## config.mk

```make
export PLATFORM = sky130hd
export DESIGN_NAME = alu_cmd_sequencer_flat
export DESIGN_NICKNAME = d
export VERILOG_FILES = /design/src/rtl/alu_cmd_sequencer_pkg.sv /design/src/rtl/alu_cmd_sequencer_if.sv /design/src/rtl/alu_seq_timer.sv /design/src/rtl/alu_cmd_sequencer.sv /design/src/flat_wrapper.sv
export SDC_FILE = /design/constraint.sdc
export NUM_CORES = 1
export LEC_CHECK = 0
export BUFFER_PORTS_ARGS = -buffer_cell sky130_fd_sc_hd__buf_2
export CAP_MARGIN = 20
export CORE_ASPECT_RATIO = 0.9
export CORE_MARGIN = 3
export CORE_UTILIZATION = 44
export CTS_CLUSTER_SIZE = 16
export DETAILED_ROUTE_END_ITERATION = 10
export GPL_TIMING_DRIVEN = 1
export PLACE_DENSITY = 0.71
export RECOVER_POWER = 100
export SYNTH_ARGS = -nofsm -noshare
export SYNTH_HDL_FRONTEND = slang
export SYNTH_SLANG_ARGS = --single-unit
```

## constraint.sdc

```tcl
create_clock -name clk -period 2.2 [get_ports clk]
set_input_delay 0.44 -clock clk [delete_from_list [all_inputs] [get_ports clk]]
set_output_delay 0.44 -clock clk [all_outputs]
set_load 0.1 [all_outputs]
```

## src/rtl/alu_cmd_sequencer_pkg.sv

```systemverilog
// Shared ALU package: operand width, opcode encoding and sequencer state encoding.
package alu_cmd_sequencer_pkg;

  localparam int unsigned DATA_WIDTH = 8;

  typedef enum logic [1:0] {
    OpAdd = 2'b00,
    OpSub = 2'b01,
    OpAnd = 2'b10,
    OpOr  = 2'b11
  } opcode_e;

  // One-hot so each state decodes from a single bit.
  typedef enum logic [4:0] {
    StIdle     = 5'b00001,
    StSendA    = 5'b00010,
    StSendB    = 5'b00100,
    StWaitDone = 5'b01000,
    StResp     = 5'b10000
  } state_e;

endpackage

```

## src/rtl/alu_cmd_sequencer_if.sv

```systemverilog
// Command, ALU-side and response signals of the ALU command sequencer.
// slave: the sequencer's view; master: the surrounding environment (command source,
// ALU and response sink).
interface alu_cmd_sequencer_if #(
  parameter int unsigned DATA_WIDTH = alu_cmd_sequencer_pkg::DATA_WIDTH
) ();

  // Command channel
  logic                  cmd_valid;
  logic                  cmd_ready;
  logic [1:0]            cmd_op;
  logic [DATA_WIDTH-1:0] cmd_a;
  logic [DATA_WIDTH-1:0] cmd_b;

  // ALU-side bus
  logic                  opcode_valid;
  logic                  opcode;
  logic [DATA_WIDTH-1:0] data;
  logic                  done;
  logic                  overflow;
  logic [DATA_WIDTH-1:0] result;

  // Response channel
  logic                  rsp_valid;
  logic                  rsp_ready;
  logic [DATA_WIDTH-1:0] rsp_result;
  logic                  rsp_overflow;
  logic                  rsp_timeout;

  modport slave (
    input  cmd_valid, cmd_op, cmd_a, cmd_b, done, overflow, result, rsp_ready,
    output cmd_ready, opcode_valid, opcode, data, rsp_valid, rsp_result, rsp_overflow,
           rsp_timeout
  );

  modport master (
    output cmd_valid, cmd_op, cmd_a, cmd_b, done, overflow, result, rsp_ready,
    input  cmd_ready, opcode_valid, opcode, data, rsp_valid, rsp_result, rsp_overflow,
           rsp_timeout
  );

endinterface

```

## src/rtl/alu_seq_timer.sv

```systemverilog
// WAIT_DONE timeout counter for the ALU command sequencer.
// Only exists when ALU_SEQ_TIMEOUT_EN is defined; otherwise this file is empty so the
// default build carries no counter at all.
`ifdef ALU_SEQ_TIMEOUT_EN
module alu_seq_timer #(
  parameter int unsigned TIMEOUT_CYCLES = 64
) (
  input  logic clk,
  input  logic reset_n,
  input  logic i_clear,   // high on the cycle before WAIT_DONE entry
  input  logic i_en,      // high while in WAIT_DONE
  output logic o_expired  // high on the terminal WAIT_DONE cycle
);

  localparam int unsigned CntW = (TIMEOUT_CYCLES > 1) ? $clog2(TIMEOUT_CYCLES) : 1;
  localparam logic [CntW-1:0] TermCnt = CntW'(TIMEOUT_CYCLES - 1);

  logic [CntW-1:0] r_cnt;

  // Counts WAIT_DONE cycles; value k means this is the (k+1)-th cycle of the wait.
  always_ff @(posedge clk or negedge reset_n) begin
    if (!reset_n) begin
      r_cnt <= '0;
    end else if (i_clear) begin
      r_cnt <= '0;
    end else if (i_en && !o_expired) begin
      r_cnt <= r_cnt + CntW'(1);
    end
  end

  assign o_expired = i_en && (r_cnt == TermCnt);

endmodule
`endif

```

## src/rtl/alu_cmd_sequencer.sv

```systemverilog
// ALU command sequencer: accepts one (op, A, B) command, serialises it onto the ALU bus
// over two cycles, waits for done and holds the response until it is taken.
// Optional feature: define ALU_SEQ_TIMEOUT_EN to abort WAIT_DONE after TIMEOUT_CYCLES.
module alu_cmd_sequencer #(
  parameter int unsigned DATA_WIDTH     = alu_cmd_sequencer_pkg::DATA_WIDTH,
  parameter int unsigned TIMEOUT_CYCLES = 64
) (
  input logic                clk,
  input logic                reset_n,
  alu_cmd_sequencer_if.slave io_bus
);

  import alu_cmd_sequencer_pkg::*;

  state_e                r_state;
  state_e                w_state_next;
  logic [1:0]            r_op;
  logic [DATA_WIDTH-1:0] r_a;
  logic [DATA_WIDTH-1:0] r_b;
  logic [DATA_WIDTH-1:0] r_rsp_result;
  logic                  r_rsp_overflow;

  logic                  w_cmd_ready;
  logic                  w_cmd_fire;
  logic                  w_in_wait;
  logic                  w_timeout_hit;
  logic                  w_capture_done;
  logic                  w_capture_timeout;
  logic                  w_opcode_valid;
  logic                  w_opcode;
  logic [DATA_WIDTH-1:0] w_data;

  // Gated by reset_n so cmd_ready reads 0 for the whole reset assertion.
  assign w_cmd_ready       = (r_state == StIdle) && reset_n;
  assign w_cmd_fire        = io_bus.cmd_valid && w_cmd_ready;
  assign w_in_wait         = (r_state == StWaitDone);
  // done is only looked at in WAIT_DONE; it wins over a same-cycle timeout.
  assign w_capture_done    = w_in_wait && io_bus.done;
  assign w_capture_timeout = w_in_wait && !io_bus.done && w_timeout_hit;

`ifdef ALU_SEQ_TIMEOUT_EN
  logic r_rsp_timeout;

  alu_seq_timer #(
    .TIMEOUT_CYCLES(TIMEOUT_CYCLES)
  ) u_alu_seq_timer (
    .clk      (clk),
    .reset_n  (reset_n),
    .i_clear  (r_state == StSendB),
    .i_en     (w_in_wait),
    .o_expired(w_timeout_hit)
  );

  // Timeout flag: set by an expiry capture, cleared by a normal capture.
  always_ff @(posedge clk or negedge reset_n) begin
    if (!reset_n) begin
      r_rsp_timeout <= 1'b0;
    end else if (w_capture_done) begin
      r_rsp_timeout <= 1'b0;
    end else if (w_capture_timeout) begin
      r_rsp_timeout <= 1'b1;
    end
  end

  assign io_bus.rsp_timeout = r_rsp_timeout;
`else
  logic w_unused_timeout_cycles;

  assign w_unused_timeout_cycles = |TIMEOUT_CYCLES;
  assign w_timeout_hit           = 1'b0;
  assign io_bus.rsp_timeout      = 1'b0;
`endif

  // FSM state register and command operand capture.
  always_ff @(posedge clk or negedge reset_n) begin
    if (!reset_n) begin
      r_state <= StIdle;
      r_op    <= '0;
      r_a     <= '0;
      r_b     <= '0;
    end else begin
      r_state <= w_state_next;
      if (w_cmd_fire) begin
        r_op <= io_bus.cmd_op;
        r_a  <= io_bus.cmd_a;
        r_b  <= io_bus.cmd_b;
      end
    end
  end

  // Response fields: load ALU outputs on done, zero on timeout, otherwise hold.
  always_ff @(posedge clk or negedge reset_n) begin
    if (!reset_n) begin
      r_rsp_result   <= '0;
      r_rsp_overflow <= 1'b0;
    end else if (w_capture_done) begin
      r_rsp_result   <= io_bus.result;
      r_rsp_overflow <= io_bus.overflow;
    end else if (w_capture_timeout) begin
      r_rsp_result   <= '0;
      r_rsp_overflow <= 1'b0;
    end
  end

  // Next-state logic.
  always_comb begin
    w_state_next = r_state;
    unique case (r_state)
      StIdle:     if (w_cmd_fire) w_state_next = StSendA;
      StSendA:    w_state_next = StSendB;
      StSendB:    w_state_next = StWaitDone;
      StWaitDone: if (w_capture_done || w_capture_timeout) w_state_next = StResp;
      StResp:     if (io_bus.rsp_ready) w_state_next = StIdle;
      default:    w_state_next = StIdle;
    endcase
  end

  // ALU-side bus: opcode MSB with A, then LSB with B; all zero in every other state.
  always_comb begin
    w_opcode_valid = 1'b0;
    w_opcode       = 1'b0;
    w_data         = '0;
    unique case (r_state)
      StSendA: begin
        w_opcode_valid = 1'b1;
        w_opcode       = r_op[1];
        w_data         = r_a;
      end
      StSendB: begin
        w_opcode_valid = 1'b1;
        w_opcode       = r_op[0];
        w_data         = r_b;
      end
      default: ;
    endcase
  end

  assign io_bus.cmd_ready    = w_cmd_ready;
  assign io_bus.opcode_valid = w_opcode_valid;
  assign io_bus.opcode       = w_opcode;
  assign io_bus.data         = w_data;
  assign io_bus.rsp_valid    = (r_state == StResp);
  assign io_bus.rsp_result   = r_rsp_result;
  assign io_bus.rsp_overflow = r_rsp_overflow;

endmodule

```

## src/flat_wrapper.sv

```systemverilog
// flat-port wrapper written by rule: the top's interface ports become plain ports
module alu_cmd_sequencer_flat import alu_cmd_sequencer_pkg::*;
#(
  parameter int unsigned DATA_WIDTH     = alu_cmd_sequencer_pkg::DATA_WIDTH,
  parameter int unsigned TIMEOUT_CYCLES = 64
)
  (clk, reset_n, io_bus_cmd_valid, io_bus_cmd_op, io_bus_cmd_a, io_bus_cmd_b, io_bus_done, io_bus_overflow, io_bus_result, io_bus_rsp_ready, io_bus_cmd_ready, io_bus_opcode_valid, io_bus_opcode, io_bus_data, io_bus_rsp_valid, io_bus_rsp_result, io_bus_rsp_overflow, io_bus_rsp_timeout);
  alu_cmd_sequencer_if #(.DATA_WIDTH(DATA_WIDTH)) io_bus_i ();
  input logic clk;
  input logic reset_n;
  input wire logic [$bits(io_bus_i.cmd_valid)-1:0] io_bus_cmd_valid;
  input wire logic [$bits(io_bus_i.cmd_op)-1:0] io_bus_cmd_op;
  input wire logic [$bits(io_bus_i.cmd_a)-1:0] io_bus_cmd_a;
  input wire logic [$bits(io_bus_i.cmd_b)-1:0] io_bus_cmd_b;
  input wire logic [$bits(io_bus_i.done)-1:0] io_bus_done;
  input wire logic [$bits(io_bus_i.overflow)-1:0] io_bus_overflow;
  input wire logic [$bits(io_bus_i.result)-1:0] io_bus_result;
  input wire logic [$bits(io_bus_i.rsp_ready)-1:0] io_bus_rsp_ready;
  output wire logic [$bits(io_bus_i.cmd_ready)-1:0] io_bus_cmd_ready;
  output wire logic [$bits(io_bus_i.opcode_valid)-1:0] io_bus_opcode_valid;
  output wire logic [$bits(io_bus_i.opcode)-1:0] io_bus_opcode;
  output wire logic [$bits(io_bus_i.data)-1:0] io_bus_data;
  output wire logic [$bits(io_bus_i.rsp_valid)-1:0] io_bus_rsp_valid;
  output wire logic [$bits(io_bus_i.rsp_result)-1:0] io_bus_rsp_result;
  output wire logic [$bits(io_bus_i.rsp_overflow)-1:0] io_bus_rsp_overflow;
  output wire logic [$bits(io_bus_i.rsp_timeout)-1:0] io_bus_rsp_timeout;
  assign io_bus_i.cmd_valid = io_bus_cmd_valid;
  assign io_bus_i.cmd_op = io_bus_cmd_op;
  assign io_bus_i.cmd_a = io_bus_cmd_a;
  assign io_bus_i.cmd_b = io_bus_cmd_b;
  assign io_bus_i.done = io_bus_done;
  assign io_bus_i.overflow = io_bus_overflow;
  assign io_bus_i.result = io_bus_result;
  assign io_bus_i.rsp_ready = io_bus_rsp_ready;
  assign io_bus_cmd_ready = io_bus_i.cmd_ready;
  assign io_bus_opcode_valid = io_bus_i.opcode_valid;
  assign io_bus_opcode = io_bus_i.opcode;
  assign io_bus_data = io_bus_i.data;
  assign io_bus_rsp_valid = io_bus_i.rsp_valid;
  assign io_bus_rsp_result = io_bus_i.rsp_result;
  assign io_bus_rsp_overflow = io_bus_i.rsp_overflow;
  assign io_bus_rsp_timeout = io_bus_i.rsp_timeout;
  alu_cmd_sequencer #(.DATA_WIDTH(DATA_WIDTH), .TIMEOUT_CYCLES(TIMEOUT_CYCLES)) u_core (.clk(clk), .reset_n(reset_n), .io_bus(io_bus_i));
endmodule
```

# --- Word-level counts from Yosys, hierarchy flattened ---
# Cells that the tools add are included.
classes:
  add_sub_neg: 0
  n_mul: 0
  div: 0
  magnitude_cmp: 0
  eq_ne: 8
  shifts: 0
  n_mux: 7
  n_bitwise: 0
  n_reduce_logical: 5
op_table:
  columns: ["operator", "count"]
  rows:
  - ["case mux 5 bit (5 select lines)", 1]
  - ["case mux 8 bit (2 select lines)", 1]
  - ["2-to-1 mux 5 bit", 3]
  - ["equality test 5 x 1 -> 1 bit, second input constant", 1]
  - ["equality test 5 x 2 -> 1 bit, second input constant", 1]
  - ["equality test 5 x 3 -> 1 bit, second input constant", 1]
  - ["equality test 5 x 4 -> 1 bit, second input constant", 1]
  - ["equality test 5 bit, second input constant", 1]
  - ["!= test 2 bit, second input constant", 2]
  - ["logical AND 1 bit", 3]
  - ["AND reduction 3 bit", 1]
  - ["!= test 2 x 1 -> 1 bit, second input constant", 1]
  - ["case mux 1 bit (2 select lines)", 1]
  - ["OR reduction 2 bit", 1]
  - ["2-to-1 mux 1 bit", 1]
totals:
  ff_bits: 32
  latch_bits: 0
  mem_bits_rw: 0
  mem_bits_ro: 0
  inputBits: 32
  output_inout_bits: 22
  word_cells: 26
  memories: 0

# --- Longest topological paths before layout ---
# Gate-level depths: netlist of run 1.
depth:
  ltp_word: 5
  mapped_depth: 5
  depth_no_buf: 3

# --- Worst setup path before layout of run 1 ---
# OpenSTA, ideal clock, no wires.
synth_timing:
  path_kind: "flip-flop to output port"
  startpoint: "register u_core.r_state[1]"
  endpoint: "output port io_bus_rsp_valid"
  arrival_ns: 3.443
  required_ns: 1.760
  setup_slack_ns: -1.683
  stages_incl_launch_ff: 4
  n_path_buf: 1
  path_cell_list: "dfrtp_1 buf_6 nand2b_1 nor4_1"
synth_via:
  elab_chain_cells: 1
synth_lines:
  columns: ["item", "line", "text"]
  rows:
  - ["start: declaration", "alu_cmd_sequencer.sv:15", "state_e r_state;"]
  - ["start signal: assignment", "alu_cmd_sequencer.sv:77", "r_state <= StIdle;"]
  - ["start signal: assignment", "alu_cmd_sequencer.sv:82", "r_state <= w_state_next;"]
  - ["equality test 5 bit", "alu_cmd_sequencer.sv:142", "assign io_bus.rsp_valid = (r_state == StResp);"]
  - ["end: declaration", "flat_wrapper.sv:23", "output wire logic [$bits(io_bus_i.rsp_valid)-1:0] io_bus_rsp_valid;"]
# Every way passes these cells.

# --- Worst setup path after layout of run 1 ---
layout_timing:
  startpoint: "register u_core.r_state[0]"
  endpoint: "output port io_bus_cmd_ready"
layout_via:
  elab_chain_cells: 2
layout_lines:
  columns: ["item", "line", "text"]
  rows:
  - ["equality test 5 x 1 -> 1 bit", "alu_cmd_sequencer.sv:34", "assign w_cmd_ready = (r_state == StIdle) && reset_n;"]
  - ["logical AND 1 bit", "alu_cmd_sequencer.sv:34", null]
  - ["end: declaration", "flat_wrapper.sv:19", "output wire logic [$bits(io_bus_i.cmd_ready)-1:0] io_bus_cmd_ready;"]
# Every way passes these cells.

==> impl_results.html, run 1 <==
<table>
<tr><th>Metric</th><th>Value</th></tr>
<tr><th colspan="2">Pwr</th></tr>
<tr><td>Leak</td><td>between 0.9 and 1 nW</td></tr>
<tr><td>Peak VDD IR</td><td>0.974 mV</td></tr>
<tr><td>Power density cells</td><td>1360 nW/um^2</td></tr>
<tr><th colspan="2">STA</th></tr>
<tr><td>Time the final worst path needs with I/O delays and setup</td><td>between 2 and 2.5 ns</td></tr>
<tr><td>Count of final hold-check violations</td><td>0</td></tr>
<tr><td>Setup WS post-layout</td><td>-0.00261 ns</td></tr>
<tr><td>Final-report setup violation count</td><td>1</td></tr>
<tr><td>Number of slew-limit violations in the final report</td><td>0</td></tr>
<tr><td>Actual transition at the worst max-transition pin</td><td>1.17 ns</td></tr>
<tr><td>Final period utilization</td><td>100%</td></tr>
<tr><td>Worst-case clock skew</td><td>between 0.003 and 0.004 ns</td></tr>
<tr><td>Worst slew slack as a fraction of its limit</td><td>about 22%</td></tr>
<tr><td>Unrepaired setup endpoints after global routing</td><td>yes</td></tr>
<tr><td>Achievable Freq</td><td>approximately 450 MHz</td></tr>
<tr><th colspan="2">Die</th></tr>
<tr><td>Initial core utilization</td><td>a little under half</td></tr>
<tr><td>Core Box Area</td><td>~3100 um^2</td></tr>
<tr><td>IO Pins</td><td>54</td></tr>
<tr><td>Cell row count</td><td>19</td></tr>
<tr><td>Total Die Area</td><td>4070 um^2</td></tr>
<tr><td>Horizontal die dimension</td><td>67.0 um</td></tr>
<tr><td>Die height</td><td>60.9 um</td></tr>
<tr><th colspan="2">Synthesis</th></tr>
<tr><td>Mean instance size in the synthesized netlist</td><td>13.9 um^2</td></tr>
<tr><td>Synth Net Count</td><td>138</td></tr>
<tr><td>Prevailing post-synth register cell</td><td>sky130_fd_sc_hd__dfrtp_1</td></tr>
<tr><td>Cells after Synth</td><td>106</td></tr>
<tr><td>Post-Synthesis Cell Area</td><td>~1500 um^2</td></tr>
<tr><td>Synthesized flop and latch total</td><td>32</td></tr>
<tr><td>Number of synthesized flops with an enable pin</td><td>0</td></tr>
<tr><td>Share of synthesized area occupied by flip-flops and latches</td><td>roughly 55%</td></tr>
<tr><td>Share of synthesized flip-flops with an asynchronous set or reset</td><td>100%</td></tr>
<tr><td>Count of different cell masters after synthesis</td><td>32</td></tr>
<tr><td>Yosys warnings</td><td>0</td></tr>
<tr><th colspan="2">Critical path</th></tr>
<tr><td>Delay of the slowest critical-path stage</td><td>between 0.5 and 0.6 ns</td></tr>
<tr><td>Worst path required time</td><td>between 1.5 and 2 ns</td></tr>
<tr><td>Critical path peak fanout</td><td>4</td></tr>
<tr><td>WP data arrival</td><td>between 1.5 and 2 ns</td></tr>
<tr><td>Cell family with most CP delay</td><td>simple AND/OR/NAND/NOR gates</td></tr>
<tr><td>CP bufs+invs</td><td>1</td></tr>
<tr><td>Critical Path End Type</td><td>output port</td></tr>
<tr><td>Worst Setup Start Kind</td><td>flop</td></tr>
<tr><td>Setup CP Type</td><td>reg -&gt; out</td></tr>
<tr><td>Crit-path cells</td><td>or4b_4, nor2_4, and2_4, buf_12</td></tr>
<tr><td>CP max stage cell</td><td>sky130_fd_sc_hd__dfstp_2</td></tr>
<tr><th colspan="2">Clock tree</th></tr>
<tr><td>CTS tree</td><td>yes</td></tr>
<tr><td>Clock latency reported for the late side of the worst-skew pair</td><td>around 0.28 ns</td></tr>
<tr><td>Total clock buffers created by CTS</td><td>5</td></tr>
<tr><td>Count of clock tree sinks</td><td>32</td></tr>
<tr><td>Maximum clock insertion buffer count</td><td>2</td></tr>
<tr><td>Htree depth</td><td>2</td></tr>
<tr><td>CTS clock-pin slew for the worst setup and hold paths</td><td>~0.060 ns</td></tr>
<tr><td>CTS Root Cell</td><td>sky130_fd_sc_hd__clkbuf_8</td></tr>
<tr><th colspan="2">Run</th></tr>
<tr><td>Number of maximum-capacitance violations</td><td>0</td></tr>
<tr><th colspan="2">Min path</th></tr>
<tr><td>Class of the worst hold path</td><td>in -&gt; reg</td></tr>
<tr><th colspan="2">Global route</th></tr>
<tr><td>Global-route usage over all layers</td><td>~17%</td></tr>
<tr><td>Grt total ovfl</td><td>0</td></tr>
<tr><td>Wire length of the first global-routing pass</td><td>about 4.9 mm</td></tr>
<tr><td>Largest net degree at the start of global routing</td><td>31</td></tr>
<tr><td>Number of antenna violations at the first check in global routing</td><td>0</td></tr>
<tr><td>Vias in the first global route</td><td>about 1,100</td></tr>
<tr><th colspan="2">Place</th></tr>
<tr><td>Cell total after placement</td><td>a little under 200</td></tr>
<tr><td>Half-perimeter wire length after detailed placement</td><td>around 2.2 mm</td></tr>
<tr><td>Worst slack at placement</td><td>roughly 0.17 ns</td></tr>
<tr><td>Weighted congestion at the end of routability-driven global placement</td><td>0.836</td></tr>
<tr><td>Number of I/O port buffers</td><td>52</td></tr>
<tr><th colspan="2">Run status</th></tr>
<tr><td>Run status</td><td>complete, but fails checks</td></tr>
<tr><td>Failing checks</td><td>negative setup slack</td></tr>
<tr><th colspan="2">Detailed routing</th></tr>
<tr><td>Drt total wl</td><td>between 3 and 4 mm</td></tr>
<tr><td>Met2 WL</td><td>around 1.6 mm</td></tr>
<tr><td>Via count</td><td>~1,000</td></tr>
<tr><td>DRC viols</td><td>0</td></tr>
<tr><td>Antenna-violating nets left</td><td>0</td></tr>
<tr><td>DR vias/cell</td><td>roughly 5.1</td></tr>
<tr><td>Drt initial violations</td><td>38</td></tr>
<tr><td>Max layer used</td><td>met4</td></tr>
<tr><td>Number of iterations in the first detailed-routing pass</td><td>4</td></tr>
<tr><td>Met3 routed wirelength</td><td>roughly 190 um</td></tr>
<tr><td>DR WL/cell</td><td>about 15 um</td></tr>
<tr><td>Met1 layer wirelength in the final routing</td><td>~1.3 mm</td></tr>
<tr><th colspan="2">Final layout</th></tr>
<tr><td>Top library cells by usage in the layout, fill and taps aside</td><td>31 x sky130_fd_sc_hd__buf_2, 29 x sky130_fd_sc_hd__dfrtp_1, 18 x sky130_fd_sc_hd__mux2_2</td></tr>
<tr><td>Net total in the final layout</td><td>~200</td></tr>
<tr><td>Share of post-route cells with drive strength above 1</td><td>~63%</td></tr>
<tr><td>Layout-stage area growth over the synthesis result</td><td>41.3%</td></tr>
<tr><td>Most common cell after layout, fill and taps aside</td><td>sky130_fd_sc_hd__buf_2</td></tr>
<tr><td>Footprint of the multi-input gates</td><td>roughly 650 um^2</td></tr>
<tr><td>Seq. cell area</td><td>between 800 and 900 um^2</td></tr>
<tr><td>Ant. Diodes</td><td>0</td></tr>
<tr><td>Fill cell count</td><td>247</td></tr>
<tr><td>Post-route insts no fill</td><td>approximately 210</td></tr>
</table>
[Yosys cell counts (all sizes together) (2+ instances only)]
library cell,n,area share [%]
a22o,9,5.4
and3,2,0.85
buf,5,3.3
clkbuf,3,0.77
dfrtp,31,53
mux2,27,23
nor2,6,1.5
nor3,2,1.4
nor4,2,0.85
o21ai,2,0.68
or4b,2,1.6
[state kept, by name, summed over array words and instances (netlist names)]
register / flops
u_core.r_op: 2
u_core.io_bus.rsp_result: 8
u_core.io_bus.rsp_overflow: 1
u_core.r_b: 8
u_core.r_state: 5
u_core.r_a: 8
[worst register-to-register path, cell delays in order (launching register included)]
cell and delay (ns):
sky130_fd_sc_hd__dfstp_2 0.55, sky130_fd_sc_hd__or4b_4 0.49, sky130_fd_sc_hd__buf_4 0.16, sky130_fd_sc_hd__nor3_2 0.25, sky130_fd_sc_hd__buf_12 0.22, sky130_fd_sc_hd__mux2_2 0.36
[metal layers]
metal  vias up  GRT usage [%]
met1       514           19.5
met5         -              0
li1        496              -
met4         0           8.67
met2        29           26.7
met3         7           6.30
[cells by family (layout without fill, tap and decap cells)]
| kind of cell | count (synthesis) | count (layout) | share of synthesized area, % |
|---|---|---|---|
| xor+xnor | 1 | 1 | 0.595 |
| buf+inv | 9 | 67 | 4.34 |
| mux | 27 | 27 | 23.0 |
| compound gates | 14 | 14 | 7.57 |
| other cells | 1 | 1 | 0.255 |
| flops | 32 | 32 | 54.5 |
| simple gates | 22 | 22 | 9.78 |
[path summary, 6_finish.rpt]
| check | start | to | slack [ns] | depth (start not counted) |
|---|---|---|---|---|
| min in group asynchronous | reset_n | u_core.io_bus.rsp_result[1] | 0.49 | 2 |
| hold / removal | io_bus_cmd_b[3] | u_core.r_b[3] | 0.38 | 2 |
| setup reg to reg | u_core.r_state[0] | u_core.r_a[6] | 0.06 | 5 |
| setup / recovery | u_core.r_state[0] | io_bus_cmd_ready | -0.003 | 4 |
| hold reg to reg | u_core.io_bus.rsp_result[6] | u_core.io_bus.rsp_result[6] | 0.51 | 1 |
| max in group asynchronous | reset_n | u_core.r_state[1] | 0.79 | 3 |
[cell type report]
type,instances,share of cell area [%]
Inverter,1,0.181
Multi-Input combinational cell,65,31.0
Tap cell,42,2.53
Timing Repair Buffer,59,22.9
Clock buffer,7,4.63
Sequential cell,32,38.7
[timing repair]
action | in CTS | in global routing
setup buffers | 2 | 0
gates resized for setup | 4 | 5
hold buffers | 1 | 0
endpoints found under the setup margin | 11 | 2
hold endpoints to repair | 2 | 0
[report_power, final]
part | internal (W) | switching, W | total (W)
sequential | 0.000833 | 0.000138 | 0.000971
clock | 0.000278 | 0.000201 | 0.000479
combinational | 0.000511 | 0.000861 | 0.00137
total | 0.00162 | 0.00120 | 0.00282
[through the flow]
stage	setup TNS, ns	utilization, %	cell area (um^2)	hold WS, ns	power, W
3_3_place_gp	0	62.4	1960	0.244	0.00228
5_1_grt	-0.0549	66.3	2080	0.373	0.00295
6_report	-0.00261	66.3	2080	0.383	0.00282
2_1_floorplan	0	-	1500	0.144	0.00201
4_1_cts	0	66.5	2090	0.375	0.00284
3_5_place_dp	0	62.4	1960	0.247	0.00231
(Power assumes the default switching activity.)
==> run 2: changes to the inputs <==
Settings changed: CORE_UTILIZATION 44 to 35, PLACE_DENSITY 0.71 to 0.58, TNS_END_PERCENT set to 5.
==> impl_results.html, run 2 (synthesis gave the netlist of run 1 again) <==
<table>
<tr><th>Metric</th><th>Value</th></tr>
<tr><th colspan="2">Run status</th></tr>
<tr><td>Run status</td><td>finished clean</td></tr>
<tr><th colspan="2">Pwr</th></tr>
<tr><td>Power density cells</td><td>approximately 1400 nW/um^2</td></tr>
<tr><td>Leak</td><td>approximately 0.98 nW</td></tr>
<tr><td>Peak VDD IR</td><td>about 0.53 mV</td></tr>
<tr><th colspan="2">STA</th></tr>
<tr><td>Achievable Freq</td><td>about 460 MHz</td></tr>
<tr><td>Actual transition at the worst max-transition pin</td><td>1.17 ns</td></tr>
<tr><td>Final period utilization</td><td>between 90% and 100%</td></tr>
<tr><td>Smallest hold slack</td><td>approximately 0.4 ns</td></tr>
<tr><td>Worst slew slack as a fraction of its limit</td><td>between 20% and 30%</td></tr>
<tr><td>Time the final worst path needs with I/O delays and setup</td><td>between 2 and 2.5 ns</td></tr>
<tr><td>Sum of negative setup slack</td><td>0 ns</td></tr>
<tr><td>Number of slew-limit violations in the final report</td><td>0</td></tr>
<tr><td>Unrepaired setup endpoints after global routing</td><td>yes</td></tr>
<tr><td>Count of final hold-check violations</td><td>0</td></tr>
<tr><td>Worst-case clock skew</td><td>~0.0052 ns</td></tr>
<tr><td>Final-report setup violation count</td><td>0</td></tr>
<tr><th colspan="2">Detailed routing</th></tr>
<tr><td>Antenna-violating nets left</td><td>0</td></tr>
<tr><td>Drt initial violations</td><td>37</td></tr>
<tr><td>Via count</td><td>between 1,000 and 1,500</td></tr>
<tr><td>DR vias/cell</td><td>between 5 and 6</td></tr>
<tr><td>Drt total wl</td><td>3.30 mm</td></tr>
<tr><td>DRC viols</td><td>0</td></tr>
<tr><td>Number of iterations in the first detailed-routing pass</td><td>4</td></tr>
<tr><td>DR WL/cell</td><td>15.7 um</td></tr>
<tr><th colspan="2">Clock tree</th></tr>
<tr><td>Total clock buffers created by CTS</td><td>5</td></tr>
<tr><td>Maximum clock insertion buffer count</td><td>2</td></tr>
<tr><td>Count of clock tree sinks</td><td>32</td></tr>
<tr><td>CTS tree</td><td>yes</td></tr>
<tr><td>CTS Root Cell</td><td>sky130_fd_sc_hd__clkbuf_8</td></tr>
<tr><td>Clock latency reported for the late side of the worst-skew pair</td><td>approximately 0.27 ns</td></tr>
<tr><td>Htree depth</td><td>2</td></tr>
<tr><td>CTS clock-pin slew for the worst setup and hold paths</td><td>~0.060 ns</td></tr>
<tr><th colspan="2">Final layout</th></tr>
<tr><td>Share of post-route cells with drive strength above 1</td><td>between 50% and 60%</td></tr>
<tr><td>Fill cell count</td><td>between 300 and 400</td></tr>
<tr><td>Top library cells by usage in the layout, fill and taps aside</td><td>31 x sky130_fd_sc_hd__buf_2, 31 x sky130_fd_sc_hd__dfrtp_1, 18 x sky130_fd_sc_hd__mux2_2</td></tr>
<tr><td>Net total in the final layout</td><td>about 200</td></tr>
<tr><td>Ant. Diodes</td><td>0</td></tr>
<tr><td>Layout-stage area growth over the synthesis result</td><td>40.9%</td></tr>
<tr><th colspan="2">Global route</th></tr>
<tr><td>Largest net degree at the start of global routing</td><td>31</td></tr>
<tr><td>Vias in the first global route</td><td>around 1,100</td></tr>
<tr><td>Wire length of the first global-routing pass</td><td>between 5 and 6 mm</td></tr>
<tr><td>Number of antenna violations at the first check in global routing</td><td>0</td></tr>
<tr><td>Global-route usage over all layers</td><td>approximately 15%</td></tr>
<tr><td>Grt total ovfl</td><td>0</td></tr>
<tr><th colspan="2">Die</th></tr>
<tr><td>IO Pins</td><td>54</td></tr>
<tr><td>Initial core utilization</td><td>37.8%</td></tr>
<tr><td>Horizontal die dimension</td><td>~74 um</td></tr>
<tr><td>Die height</td><td>slightly below 70 um</td></tr>
<tr><td>Core Box Area</td><td>3890 um^2</td></tr>
<tr><td>Total Die Area</td><td>between 5000 and 6000 um^2</td></tr>
<tr><td>Cell row count</td><td>21</td></tr>
<tr><th colspan="2">Critical path</th></tr>
<tr><td>Critical path peak fanout</td><td>4</td></tr>
<tr><td>Reg2Reg Depth</td><td>5</td></tr>
<tr><td>Crit-path cells</td><td>or4b_4, nor2_4, and2_4, buf_12</td></tr>
<tr><td>Setup CP Type</td><td>reg -&gt; out</td></tr>
<tr><td>WP data arrival</td><td>1.73 ns</td></tr>
<tr><td>Worst path required time</td><td>1.76 ns</td></tr>
<tr><td>Critical Path End Type</td><td>output port</td></tr>
<tr><td>Worst Setup Start Kind</td><td>flop</td></tr>
<tr><td>CP max stage cell</td><td>sky130_fd_sc_hd__dfstp_2</td></tr>
<tr><td>Delay of the slowest critical-path stage</td><td>~0.55 ns</td></tr>
<tr><th colspan="2">Run</th></tr>
<tr><td>Number of maximum-capacitance violations</td><td>0</td></tr>
<tr><th colspan="2">Place</th></tr>
<tr><td>Number of I/O port buffers</td><td>52</td></tr>
<tr><td>Weighted congestion at the end of routability-driven global placement</td><td>~0.76</td></tr>
<tr><td>Half-perimeter wire length after detailed placement</td><td>between 2 and 2.5 mm</td></tr>
<tr><th colspan="2">Min path</th></tr>
<tr><td>Number of cells on the worst hold path</td><td>2</td></tr>
<tr><td>Class of the worst hold path</td><td>in -&gt; reg</td></tr>
</table>
## run 2: repair_timing
action                                  in CTS  in global routing
endpoints found under the hold margin        2                  0
gates resized for setup                      5                  2
hold buffers                                 1                  0
endpoints found under the setup margin      11                 11
buffers inserted                             1                  1
## run 2: critical path: cells and delay by family, from the launching register on
family | cells | cell delay, ns
buffers and inverters | 1 | 0.16
DFF | 1 | 0.55
and+or+nand+nor | 3 | 0.74
## run 2: final cells by class
cell class                      count  area [um^2]  area share [%]
Timing Repair Buffer               59          479            23.1
Clock buffer                        7         96.3            4.65
Multi-Input combinational cell     65          634            30.6
Tap cell                           46         57.6            2.78
Sequential cell                    32          802            38.7
Inverter                            1         3.75           0.181
## run 2: path summary, 6_finish.rpt
path	from	endpoint	slack (ns)
min in group asynchronous	reset_n	u_core.io_bus.rsp_result[1]	0.52
max	u_core.r_state[0]	io_bus_cmd_ready	0.03
max reg2reg	u_core.r_state[0]	u_core.r_op[1]	0.08
min	io_bus_cmd_a[3]	u_core.r_a[3]	0.40
max in group asynchronous	reset_n	u_core.r_state[0]	1.08
min reg2reg	u_core.r_a[7]	u_core.r_a[7]	0.51
## run 2: per-stage QoR
stage,instances,power [W],setup WS (ns),util (%),cell area [um^2]
floorplan,106,0.00200,-0.281,-,1490
finish,210,0.00281,0.0295,53.3,2070
detailed placement,200,0.00232,0.137,50.2,1950
global route,210,0.00295,-0.0358,53.3,2070
global placement,200,0.00228,0.152,50.2,1950
CTS,209,0.00284,-0.0138,53.4,2080
## run 2: where the power goes
part	switching (W)	total (W)	internal (W)	leakage (nW)
logic	0.000863	0.00137	0.000507	0.531
clock network	0.000193	0.000472	0.000278	0.0503
registers	0.000137	0.000969	0.000833	0.402
## run 2: routing by layer
layer	track usage, %	vias up	part of all wire [%]
met4	6.67	0	0.42
met2	22.0	27	51
met3	4.17	2	4.4
li1	-	493	-
met1	19.5	538	44
met5	0	-	0
==> run 3: changes to the inputs <==
Settings changed: CORE_UTILIZATION 35 to 44, PLACE_DENSITY 0.58 to 0.71.
==> impl_results.html, run 3 (synthesis gave the netlist of run 1 again) <==
<table>
<tr><th>Metric</th><th>Value</th></tr>
<tr><th colspan="2">Pwr</th></tr>
<tr><td>Power density cells</td><td>1350 nW/um^2</td></tr>
<tr><td>Final Power</td><td>approximately 0.0028 W</td></tr>
<tr><td>Peak VDD IR</td><td>0.706 mV</td></tr>
<tr><td>Leak</td><td>just under 1 nW</td></tr>
<tr><th colspan="2">STA</th></tr>
<tr><td>Actual transition at the worst max-transition pin</td><td>between 1 and 1.5 ns</td></tr>
<tr><td>Setup WS post-layout</td><td>roughly 0.018 ns</td></tr>
<tr><td>Number of slew-limit violations in the final report</td><td>0</td></tr>
<tr><td>Time the final worst path needs with I/O delays and setup</td><td>2.18 ns</td></tr>
<tr><td>Achievable Freq</td><td>approximately 460 MHz</td></tr>
<tr><td>Worst-case clock skew</td><td>around 0.007 ns</td></tr>
<tr><td>Final-report setup violation count</td><td>0</td></tr>
<tr><td>Count of final hold-check violations</td><td>0</td></tr>
<tr><td>Final period utilization</td><td>99.2%</td></tr>
<tr><td>Unrepaired setup endpoints after global routing</td><td>yes</td></tr>
<tr><td>Smallest hold slack</td><td>0.131 ns</td></tr>
<tr><td>Worst slew slack as a fraction of its limit</td><td>a little under a quarter</td></tr>
<tr><th colspan="2">Critical path</th></tr>
<tr><td>Setup CP Type</td><td>reg -&gt; out</td></tr>
<tr><td>Critical path peak fanout</td><td>8</td></tr>
<tr><td>WP data arrival</td><td>1.74 ns</td></tr>
<tr><td>Reg2Reg Depth</td><td>5</td></tr>
<tr><td>R2R Path End</td><td>u_core.r_a[6]</td></tr>
<tr><td>Worst path required time</td><td>between 1.5 and 2 ns</td></tr>
<tr><td>Critical Path End Type</td><td>output port</td></tr>
<tr><td>Reg2Reg Launch Point</td><td>u_core.r_state[1]</td></tr>
<tr><td>Worst Setup Start Kind</td><td>flop</td></tr>
<tr><td>Setup slack on the worst flop-to-flop path</td><td>around 0.16 ns</td></tr>
<tr><th colspan="2">Clock tree</th></tr>
<tr><td>Maximum clock insertion buffer count</td><td>2</td></tr>
<tr><td>Hold buffers post-CTS</td><td>0</td></tr>
<tr><td>Htree depth</td><td>2</td></tr>
<tr><td>CTS Root Cell</td><td>sky130_fd_sc_hd__clkbuf_8</td></tr>
<tr><td>CTS clock-pin slew for the worst setup and hold paths</td><td>roughly 0.070 ns</td></tr>
<tr><td>Clock latency reported for the late side of the worst-skew pair</td><td>approximately 0.28 ns</td></tr>
<tr><td>CTS tree</td><td>yes</td></tr>
<tr><td>Count of clock tree sinks</td><td>32</td></tr>
<tr><td>Total clock buffers created by CTS</td><td>5</td></tr>
<tr><th colspan="2">Detailed routing</th></tr>
<tr><td>Met3 routed wirelength</td><td>about 130 um</td></tr>
<tr><td>Number of iterations in the first detailed-routing pass</td><td>4</td></tr>
<tr><td>Met1 layer wirelength in the final routing</td><td>between 1 and 1.5 mm</td></tr>
<tr><td>Drt total wl</td><td>3.21 mm</td></tr>
<tr><td>DR WL/cell</td><td>15.5 um</td></tr>
<tr><td>Max layer used</td><td>met4</td></tr>
<tr><td>Met2 WL</td><td>1.69 mm</td></tr>
<tr><td>Antenna-violating nets left</td><td>0</td></tr>
<tr><td>DR vias/cell</td><td>5.10</td></tr>
<tr><td>Drt initial violations</td><td>44</td></tr>
<tr><td>Via count</td><td>approximately 1,100</td></tr>
<tr><td>DRC viols</td><td>0</td></tr>
<tr><th colspan="2">Die</th></tr>
<tr><td>Total Die Area</td><td>4070 um^2</td></tr>
<tr><td>IO Pins</td><td>54</td></tr>
<tr><td>Die height</td><td>about 60 um</td></tr>
<tr><td>Cell row count</td><td>19</td></tr>
<tr><td>Horizontal die dimension</td><td>67.0 um</td></tr>
<tr><td>Initial core utilization</td><td>a little under half</td></tr>
<tr><td>Core Box Area</td><td>approximately 3100 um^2</td></tr>
<tr><th colspan="2">Global route</th></tr>
<tr><td>Wire length of the first global-routing pass</td><td>5.10 mm</td></tr>
<tr><td>Vias in the first global route</td><td>around 1,100</td></tr>
<tr><td>Global-route usage over all layers</td><td>approximately 17%</td></tr>
<tr><td>Grt total ovfl</td><td>0</td></tr>
<tr><td>Largest net degree at the start of global routing</td><td>20</td></tr>
<tr><td>Number of antenna violations at the first check in global routing</td><td>0</td></tr>
<tr><th colspan="2">Final layout</th></tr>
<tr><td>Most common cell after layout, fill and taps aside</td><td>sky130_fd_sc_hd__buf_2</td></tr>
<tr><td>Fill cell count</td><td>257</td></tr>
<tr><td>Seq. cell area</td><td>just over 800 um^2</td></tr>
<tr><td>Ant. Diodes</td><td>0</td></tr>
<tr><td>Non-Filler Cell Area, Final</td><td>around 2100 um^2</td></tr>
<tr><td>Share of post-route cells with drive strength above 1</td><td>60.6%</td></tr>
<tr><td>Footprint of the multi-input gates</td><td>roughly 640 um^2</td></tr>
<tr><td>Post-route insts no fill</td><td>about 210</td></tr>
<tr><td>Net total in the final layout</td><td>slightly below 200</td></tr>
<tr><td>Top library cells by usage in the layout, fill and taps aside</td><td>32 x sky130_fd_sc_hd__buf_2, 29 x sky130_fd_sc_hd__dfrtp_1, 18 x sky130_fd_sc_hd__mux2_2</td></tr>
<tr><td>Layout-stage area growth over the synthesis result</td><td>40.6%</td></tr>
<tr><th colspan="2">Min path</th></tr>
<tr><td>Class of the worst hold path</td><td>in -&gt; async</td></tr>
<tr><th colspan="2">Run status</th></tr>
<tr><td>Run status</td><td>finished clean</td></tr>
<tr><th colspan="2">Run</th></tr>
<tr><td>Number of maximum-capacitance violations</td><td>0</td></tr>
<tr><th colspan="2">Place</th></tr>
<tr><td>Cell area reported after detailed placement</td><td>roughly 2000 um^2</td></tr>
<tr><td>Number of I/O port buffers</td><td>52</td></tr>
<tr><td>Worst slack at placement</td><td>approximately 0.14 ns</td></tr>
<tr><td>Weighted congestion at the end of routability-driven global placement</td><td>between 0.8 and 0.9</td></tr>
<tr><td>Half-perimeter wire length after detailed placement</td><td>between 2 and 2.5 mm</td></tr>
<tr><td>Cell total after placement</td><td>197</td></tr>
</table>
-- run 3: cell count changes in the layout (fill, tap and decap cells not counted), sizes merged --
cell | before | now
clkinv | 0 | 3
buf | 48 | 50
dlygate4sd3 | 1 | 0
clkbuf | 17 | 14
-- run 3: power breakdown --
group	internal (W)	switching, W
clock network	0.000220	0.000219
registers	0.000833	0.000138
logic	0.000514	0.000869
total	0.00157	0.00123
-- run 3: per-layer routing --
metal	track usage, %	up-vias
li1	-	495
met1	21.4	531
met2	28.5	26
met3	5.74	4
met4	6.07	0
met5	0	-
-- run 3: layout make-up --
cell class	count	area share (%)
clock inverter	3	0.907
timing repair buffer	59	23.2
inverter	1	0.181
clock buffer	5	3.33
multi-input combinational	65	31.0
tap	42	2.54
sequential	32	38.9
-- run 3: timing repair --
action	in CTS	in global routing
setup buffers	1	1
gates resized for setup	7	2
hold endpoints to repair	0	0
endpoints found under the setup margin	11	7
pin swaps	0	0
-- run 3: through the flow --
stage	utilization [%]	TNS (ns)
after floorplan	-	-1.80
after global placement	62.3	0
after detailed placement	62.3	0
after CTS	65.8	-0.0118
after global routing	65.9	-0.0321
final	65.9	0
-- run 3: how the worst max path moves through the flow --
stage                                   to              start  cells after the start
after floorplan           io_bus_cmd_ready  u_core.r_state[0]                      4
after global placement    io_bus_cmd_ready  u_core.r_state[0]                      4
after detailed placement  io_bus_cmd_ready  u_core.r_state[0]                      4
after CTS                 io_bus_cmd_ready  u_core.r_state[0]                      4
after global routing      io_bus_cmd_ready  u_core.r_state[0]                      4
final                     io_bus_cmd_ready  u_core.r_state[1]                      4
-- run 3: worst max-delay path: stages (launching register included) --
cell                      delay, ns
sky130_fd_sc_hd__dfrtp_2       0.47
sky130_fd_sc_hd__or4b_4        0.56
sky130_fd_sc_hd__nor2_4        0.11
sky130_fd_sc_hd__and2_4        0.16
sky130_fd_sc_hd__buf_12        0.16
